[config.mk]
export PLATFORM = sky130hd
export DESIGN_NAME = fp_mul_sched
export DESIGN_NICKNAME = d
export VERILOG_FILES = /design/src/rtl/fp_mul_sched_pkg.sv /design/src/rtl/fp_mul_sched_multiplier.sv /design/src/rtl/fp_mul_sched_rr_arbiter.sv /design/src/rtl/fp_mul_sched.sv
export SDC_FILE = /design/constraint.sdc
export NUM_CORES = 2
export LEC_CHECK = 0
export ABC_AREA = 0
export CORE_MARGIN = 2
export CORE_UTILIZATION = 60
export CTS_BUF_LIST = sky130_fd_sc_hd__clkbuf_2
export DETAILED_ROUTE_END_ITERATION = 6
export GPL_TIMING_DRIVEN = 0
export PLACE_DENSITY = 0.86
export SLEW_MARGIN = 10
export SYNTH_ARGS = -nofsm -noshare
export SYNTH_HDL_FRONTEND = slang
export SYNTH_SLANG_ARGS = --single-unit
export TNS_END_PERCENT = 30
[constraint.sdc]
create_clock -name clk -period 16.6 [get_ports clk]
set_clock_uncertainty 0.05 [all_clocks]
set_input_delay 4.15 -clock clk [delete_from_list [all_inputs] [get_ports clk]]
set_output_delay 4.15 -clock clk [all_outputs]
set_load 0.05 [all_outputs]
[src/rtl/fp_mul_sched_pkg.sv]
`default_nettype none
// ============================================================================
// Module   : fp_mul_sched_pkg
// Brief    : Shared FP32 types and constants for the multiplier scheduler.
// Revision : 1.0 - initial release
// ============================================================================
package fp_mul_sched_pkg;

    localparam int FP_W = 32;
    localparam logic [FP_W-1:0] FP_QNAN    = 32'h7FC0_0000;
    localparam logic [FP_W-1:0] FP_POS_INF = 32'h7F80_0000;

    typedef logic [FP_W-1:0] fp32_t;

endpackage
`default_nettype wire

[src/rtl/fp_mul_sched_multiplier.sv]
`default_nettype none
// ============================================================================
// Module   : parameterized_multiplier
// Brief    : Combinational FP32 multiplier, round-to-nearest-even, flush-to-zero.
// Revision : 1.0 - initial release
// ============================================================================
module parameterized_multiplier
    import fp_mul_sched_pkg::*;
#(
    parameter FORMAT = "FP32"
) (
    input  fp32_t a,
    input  fp32_t b,
    output fp32_t p
);

    generate
        if (FORMAT == "FP32") begin : g_fp32
            logic              w_sign;
            logic              w_a_nan, w_b_nan, w_a_inf, w_b_inf, w_a_zero, w_b_zero;
            logic [47:0]       w_prod;
            logic [22:0]       w_mant;
            logic              w_guard, w_sticky, w_round_up;
            logic [23:0]       w_mant_r;
            logic signed [9:0] w_exp;
            logic signed [9:0] w_exp_r;
            fp32_t             w_p;

            always_comb begin
                w_sign   = a[31] ^ b[31];
                w_a_nan  = (a[30:23] == 8'hFF) && (a[22:0] != '0);
                w_b_nan  = (b[30:23] == 8'hFF) && (b[22:0] != '0);
                w_a_inf  = (a[30:23] == 8'hFF) && (a[22:0] == '0);
                w_b_inf  = (b[30:23] == 8'hFF) && (b[22:0] == '0);
                // Subnormal inputs are flushed, so a zero exponent means zero.
                w_a_zero = (a[30:23] == 8'h00);
                w_b_zero = (b[30:23] == 8'h00);
                w_prod   = 48'({1'b1, a[22:0]}) * 48'({1'b1, b[22:0]});
                w_exp    = 10'(a[30:23]) + 10'(b[30:23]) - 10'd127 + 10'(w_prod[47]);
                if (w_prod[47]) begin
                    w_mant   = w_prod[46:24];
                    w_guard  = w_prod[23];
                    w_sticky = |w_prod[22:0];
                end else begin
                    w_mant   = w_prod[45:23];
                    w_guard  = w_prod[22];
                    w_sticky = |w_prod[21:0];
                end
                w_round_up = w_guard && (w_sticky || w_mant[0]);
                w_mant_r   = {1'b0, w_mant} + 24'(w_round_up);
                w_exp_r    = w_exp + 10'(w_mant_r[23]);

                if (w_a_nan || w_b_nan || (w_a_inf && w_b_zero) || (w_b_inf && w_a_zero)) begin
                    w_p = FP_QNAN;
                end else if (w_a_inf || w_b_inf) begin
                    w_p = {w_sign, FP_POS_INF[30:0]};
                end else if (w_a_zero || w_b_zero) begin
                    w_p = {w_sign, 31'd0};
                end else if (w_exp_r >= 10'sd255) begin
                    w_p = {w_sign, FP_POS_INF[30:0]};
                end else if (w_exp_r <= 10'sd0) begin
                    w_p = {w_sign, 31'd0};
                end else begin
                    w_p = {w_sign, w_exp_r[7:0], w_mant_r[22:0]};
                end
            end

            assign p = w_p;
        end else begin : g_unsupported
            assign p = FP_QNAN;
        end
    endgenerate

endmodule
`default_nettype wire

[src/rtl/fp_mul_sched_rr_arbiter.sv]
`default_nettype none
// ============================================================================
// Module   : rr_arbiter
// Brief    : Round-robin arbiter; searches upward from ptr, wraps modulo NUM_REQ.
// Revision : 1.0 - initial release
// ============================================================================
module rr_arbiter #(
    parameter int NUM_REQ = 4,
    parameter int ID_W    = (NUM_REQ > 1) ? $clog2(NUM_REQ) : 1
) (
    input  logic [NUM_REQ-1:0] req,
    input  logic [ID_W-1:0]    ptr,
    input  logic               en,
    output logic [NUM_REQ-1:0] grant,
    output logic [ID_W-1:0]    grant_idx,
    output logic               grant_valid
);

    logic [NUM_REQ-1:0] w_upper;
    logic               w_upper_hit;
    logic [ID_W-1:0]    w_upper_idx;
    logic [ID_W-1:0]    w_lower_idx;

    // Requests at or above the pointer win first; otherwise wrap to the lowest index.
    always_comb begin
        w_upper     = '0;
        w_upper_hit = 1'b0;
        w_upper_idx = '0;
        w_lower_idx = '0;
        for (int i = NUM_REQ - 1; i >= 0; i--) begin
            w_upper[i] = req[i] && (i >= int'(ptr));
            if (w_upper[i]) begin
                w_upper_hit = 1'b1;
                w_upper_idx = ID_W'(i);
            end
            if (req[i]) begin
                w_lower_idx = ID_W'(i);
            end
        end
    end

    assign grant_valid = |req;
    assign grant_idx   = w_upper_hit ? w_upper_idx : w_lower_idx;
    assign grant       = (grant_valid && en) ? (NUM_REQ'(1) << grant_idx) : '0;

endmodule
`default_nettype wire

[src/rtl/fp_mul_sched.sv]
`default_nettype none
// ============================================================================
// Module   : fp_mul_sched
// Brief    : Round-robin scheduler sharing one FP32 multiplier over NUM_REQ ports.
// Revision : 1.0 - initial release
// ============================================================================
module fp_mul_sched
    import fp_mul_sched_pkg::*;
#(
    parameter int NUM_REQ = 4,
    parameter int ID_W    = (NUM_REQ > 1) ? $clog2(NUM_REQ) : 1
) (
    input  logic                    clk,
    input  logic                    rst,
    input  logic [NUM_REQ-1:0]      req_valid,
    output logic [NUM_REQ-1:0]      req_ready,
    input  logic [NUM_REQ*32-1:0]   req_a,
    input  logic [NUM_REQ*32-1:0]   req_b,
    output logic                    resp_valid,
    input  logic                    resp_ready,
    output logic [31:0]             resp_result,
    output logic [ID_W-1:0]         resp_id,
    output logic                    busy,
    output logic [31:0]             ops_done
);

    typedef struct packed {
        fp32_t           a;
        fp32_t           b;
        logic [ID_W-1:0] id;
    } mul_op_t;

    mul_op_t            r_s1;
    logic               r_s1_valid;
    fp32_t              r_s2_result;
    logic [ID_W-1:0]    r_s2_id;
    logic               r_s2_valid;
    logic [ID_W-1:0]    r_rr_ptr;
    logic [31:0]        r_ops_done;

    logic               w_s2_free;
    logic               w_s1_adv;
    logic               w_s1_free;
    logic [NUM_REQ-1:0] w_grant;
    logic [ID_W-1:0]    w_grant_idx;
    logic               w_grant_valid;
    logic               w_accept;
    logic [ID_W-1:0]    w_next_ptr;
    fp32_t              w_sel_a;
    fp32_t              w_sel_b;
    fp32_t              w_product;

    assign w_s2_free = !r_s2_valid || resp_ready;
    assign w_s1_adv  = r_s1_valid && w_s2_free;
    assign w_s1_free = !r_s1_valid || w_s1_adv;

    rr_arbiter #(
        .NUM_REQ (NUM_REQ),
        .ID_W    (ID_W)
    ) u_arb (
        .req         (req_valid),
        .ptr         (r_rr_ptr),
        .en          (w_s1_free),
        .grant       (w_grant),
        .grant_idx   (w_grant_idx),
        .grant_valid (w_grant_valid)
    );

    assign req_ready  = w_grant;
    assign w_accept   = w_grant_valid && w_s1_free;
    assign w_next_ptr = (w_grant_idx == ID_W'(NUM_REQ - 1)) ? '0 : w_grant_idx + ID_W'(1);

    always_comb begin
        w_sel_a = '0;
        w_sel_b = '0;
        for (int i = 0; i < NUM_REQ; i++) begin
            if (w_grant[i]) begin
                w_sel_a = req_a[32*i +: 32];
                w_sel_b = req_b[32*i +: 32];
            end
        end
    end

    parameterized_multiplier #(
        .FORMAT ("FP32")
    ) u_mul (
        .a (r_s1.a),
        .b (r_s1.b),
        .p (w_product)
    );

    // Accept and advance are evaluated independently so a drain, shift and fill share one edge.
    always_ff @(posedge clk) begin
        if (rst) begin
            r_s1        <= '0;
            r_s1_valid  <= 1'b0;
            r_s2_result <= '0;
            r_s2_id     <= '0;
            r_s2_valid  <= 1'b0;
            r_rr_ptr    <= '0;
            r_ops_done  <= '0;
        end else begin
            if (w_accept) begin
                r_s1       <= '{a: w_sel_a, b: w_sel_b, id: w_grant_idx};
                r_s1_valid <= 1'b1;
                r_rr_ptr   <= w_next_ptr;
            end else if (w_s1_adv) begin
                r_s1_valid <= 1'b0;
            end

            if (w_s1_adv) begin
                r_s2_result <= w_product;
                r_s2_id     <= r_s1.id;
                r_s2_valid  <= 1'b1;
            end else if (resp_ready) begin
                r_s2_valid  <= 1'b0;
            end

            if (r_s2_valid && resp_ready) begin
                r_ops_done <= r_ops_done + 32'd1;
            end
        end
    end

    assign resp_valid  = r_s2_valid;
    assign resp_result = r_s2_result;
    assign resp_id     = r_s2_id;
    assign busy        = r_s1_valid || r_s2_valid;
    assign ops_done    = r_ops_done;

endmodule
`default_nettype wire

==> summary.txt <==
STA
  – Final Hold Violating Endpoints: 0
  – Post-route setup TNS: 0 ns
  – Slew headroom: 31.0%
  – Final setup viols: 0
  – Final Cycle Share: 81.7%
  – Fin crit period: 13.57 ns
  – Fmax: 73.7 MHz
  – Slew Limit Fails: 0
  – Worst-margin pin slew: 1.04 ns
  – Unrepaired setup endpoints after global routing: false

Clock tree
  – Clock sinks: 136
  – Resize count post-CTS: 0
  – Worst-skew pair later-pin latency: 0.84 ns
  – Clk root buf: clkbuf_2
  – H-tree Lvls: 4
  – Cts bufs inserted: 17
  – Setup Fix Bufs, Post-CTS: 0
  – Clock slew at reported path FFs: 0.24 ns
  – CTS max path bufs: 2
  – Hold-fix buffers at CTS: 0
  – CTS tree: done

Setup path
  – WP depth: 40
  – Startpoint types: flip-flop
  – CP startpoint: r_s1[6]$_SDFFE_PP0P_
  – R2R setup slack: 3.03 ns
  – Cells on worst reg2reg path: 40
  – Setup CP Type: reg -> reg
  – R2R Path End: resp_result[0]$_SDFFE_PP0P_
  – Worst Setup End Kind: flip-flop
  – Buf+Inv Stages, Crit Path: 10
  – Delay-heaviest family, CP: adder cells
  – Maximum net fanout on the critical path: 10
  – Reg2reg start: r_s1[6]$_SDFFE_PP0P_
  – WP data arrival: about 14 ns
  – Slowest-stage cell, CP: clkbuf_1
  – Worst setup endpoint: resp_result[0]$_SDFFE_PP0P_
  – CP required: 17.32 ns
  – Worst path most repeated cell: fa_1
  – Crit-path max cell delay: 0.81 ns

Cells and area
  – Reg area: between 0.002 and 0.003 mm2
  – Layout cells sized above 1: roughly 2.3%
  – Nets: 4,694
  – P&R area growth vs syn: 15.5%
  – Fillers: 3,697
  – Multi-input gate area: roughly 0.022 mm2

Place
  – Port bufs: 333
  – DP Wirelength: a little under 90 mm
  – Routability cong.: 1.06

GRT
  – First-pass GRT wire length: 157 mm
  – Vias in the first global route: 26,500
  – Initial antenna violation count: 23
  – Overflow after GRT: 0
  – Tot GR Track Use: 43.7%
  – Largest net degree at the start of global routing: 17

Logic synthesis
  – Synth top area share: 34.4%
  – Syn_nets: 4,342
  – Syn avg cell area: 8.27 um2
  – Async SR Flop Fraction: 0%
  – Cell taking the most area after synthesis: fa_1
  – EDFF count, synth: 0
  – Seq cells post-synth: 136
  – Area contributors post-synth: fa_1, dfxtp_1, inv_1
  – Post-Syn Instances: around 3,400
  – Ys flop type: dfxtp_1
  – Synth warn: 0
  – Netlist Area Pre-Place: 0.0282 mm2
  – Sequential share of the synthesized area: 9.67%
  – Netlist cell types: 88

Power and ir drop
  – PD cells: 157 mW/mm2
  – Final Power: around 5.1 mW
  – Leakage: ~15 nW
  – Peak VDD IR: around 140 uV

Die
  – Row cnt: between 70 and 80
  – Die Y-Extent: between 200 and 250 um
  – Initial core utilization: between 60% and 70%
  – Die width: around 220 um
  – Num ports: 335
  – Die area: 0.0487 mm2
  – Core area: 0.0465 mm2

Min path
  – Worst hold path class: reg -> reg
  – Worst hold path depth: 2

Status
  – Failing checks: DRC
  – Status: finished, violations left

Routing
  – Total Routed Length: 106 mm
  – Routed WL per cell: 24.1 um
  – Initial DRT Pass Iterations: 7
  – Detail Route Antenna Nets: 0
  – Via/cell ratio: 6.20
  – DR vias: ~27,000
  – Drc violations: 6
  – Initial DRC count: 3,284

Flow run
  – Max Cap Viol: 0
-- report_power, final --
part	internal, mW	leakage, nW	total (mW)	switching, mW
logic	1.58	13.7	4.42	2.85
clock network	0.0618	0.148	0.218	0.156
registers	0.370	1.11	0.484	0.114
total	2.01	14.9	5.12	3.12
-- placed cells by master, fill, tap and decap left out, types with 8 or more instances in the layout --
| cell | synthesis | final |
|---|---|---|
| inv_1 | 665 | 665 |
| fa_1 | 484 | 484 |
| nand2_1 | 435 | 435 |
| clkdlybuf4s50_1 | 0 | 333 |
| and2_1 | 254 | 254 |
| ha_1 | 191 | 191 |
| clkbuf_1 | 183 | 183 |
| nor2_1 | 148 | 148 |
| dfxtp_1 | 136 | 136 |
| nand3_1 | 99 | 99 |
| a21oi_1 | 93 | 93 |
| a31oi_1 | 75 | 75 |
| a211o_1 | 72 | 72 |
| a221oi_1 | 68 | 68 |
| xor2_1 | 55 | 55 |
| o21ai_0 | 50 | 50 |
| nand4_1 | 41 | 41 |
| xnor2_1 | 41 | 41 |
| nor3_1 | 30 | 30 |
| nor4_1 | 23 | 23 |
| a21o_1 | 20 | 20 |
| clkbuf_2 | 2 | 19 |
| buf_2 | 15 | 15 |
| and3_1 | 15 | 15 |
| or3_1 | 14 | 14 |
| diode_2 | 0 | 13 |
| o211ai_1 | 13 | 13 |
| and4_1 | 11 | 11 |
| buf_1 | 10 | 10 |
| a211oi_1 | 10 | 10 |
| a22oi_1 | 10 | 10 |
| or2_2 | 9 | 9 |
| nor2b_1 | 8 | 8 |
-- synthesized netlist by cell type (41+ instances only) --
| master | instances |
|---|---|
| o21ai_0 | 50 |
| and2_1 | 254 |
| nand2_1 | 435 |
| a31oi_1 | 75 |
| fa_1 | 484 |
| inv_1 | 665 |
| xor2_1 | 55 |
| a21oi_1 | 93 |
| clkbuf_1 | 183 |
| nand4_1 | 41 |
| a211o_1 | 72 |
| dfxtp_1 | 136 |
| nand3_1 | 99 |
| a221oi_1 | 68 |
| nor2_1 | 148 |
| xnor2_1 | 41 |
| ha_1 | 191 |
-- area by class of cell --
class                      instances  area share [%]
inverter                         668            7.71
clock inverter                    15           0.492
sequential                       136            8.37
buffer                           210            2.49
timing repair buffer             333            10.2
antenna                           13           0.100
multi-input combinational       2390            68.0
clock buffer                      17           0.262
tap                              607            2.33
-- worst min path at each step --
stage | from | to | slack (ns)
after global placement | resp_result[16]$_SDFFE_PP0P_ | resp_result[16]$_SDFFE_PP0P_ | 0.39
after floorplan | r_s1[1]$_SDFFE_PP0P_ | resp_id[1]$_SDFFE_PP0P_ | 0.38
final | resp_id[1]$_SDFFE_PP0P_ | resp_id[1]$_SDFFE_PP0P_ | 0.42
after detailed placement | resp_id[1]$_SDFFE_PP0P_ | resp_id[1]$_SDFFE_PP0P_ | 0.40
after CTS | resp_id[1]$_SDFFE_PP0P_ | resp_id[1]$_SDFFE_PP0P_ | 0.43
after global routing | resp_id[0]$_SDFFE_PP0P_ | resp_id[0]$_SDFFE_PP0P_ | 0.45
-- flip-flops by register name (all words and copies together) (netlist names) --
register     flops
ops_done        32
r_rr_ptr         2
r_s1            66
r_s1_valid       1
resp_id          2
resp_result     32
resp_valid       1
-- per-layer routing --
layer / wire [um] / GRT usage [%] / vias to the layer above
li1: - / - / 11600
met1: 37500 / 53.6 / 13200
met2: 44200 / 62.3 / 1985
met3: 16500 / 22.4 / 476
met4: 7000 / 22.2 / 22
met5: 300 / 4.24 / -
-- worst min-delay path, delay by kind of cell, from the launching register on --
| family | cells | cell delay, ns |
|---|---|---|
| flip-flops | 1 | 0.36 |
| AND/OR/NAND/NOR | 1 | 0.05 |
| AO/OA/AOI/OAI | 1 | 0.05 |
-- kinds of logic after synthesis --
kind of cell	Yosys count	share of synthesized area, %
simple gates	1113	19.4
compound gates	498	13.0
fa+ha+maj	675	42.9
mux	8	0.324
buf+inv	878	11.8
flops	136	9.67
xor+xnor	96	2.99
-- stage by stage --
stage / cell area [um2] / cells / setup slack, ns / utilization, % / hold WS [ns]
floorplan: 28200 / 3404 / 6.47 / - / 0.382
global route: 32500 / 4381 / 2.69 / 70.0 / 0.445
global placement: 32300 / 4344 / 3.61 / 69.4 / 0.395
finish: 32500 / 4389 / 3.03 / 70.0 / 0.424
CTS: 32500 / 4376 / 3.51 / 70.0 / 0.425
detailed placement: 32300 / 4344 / 3.55 / 69.4 / 0.401
(Power assumes the default switching activity.)
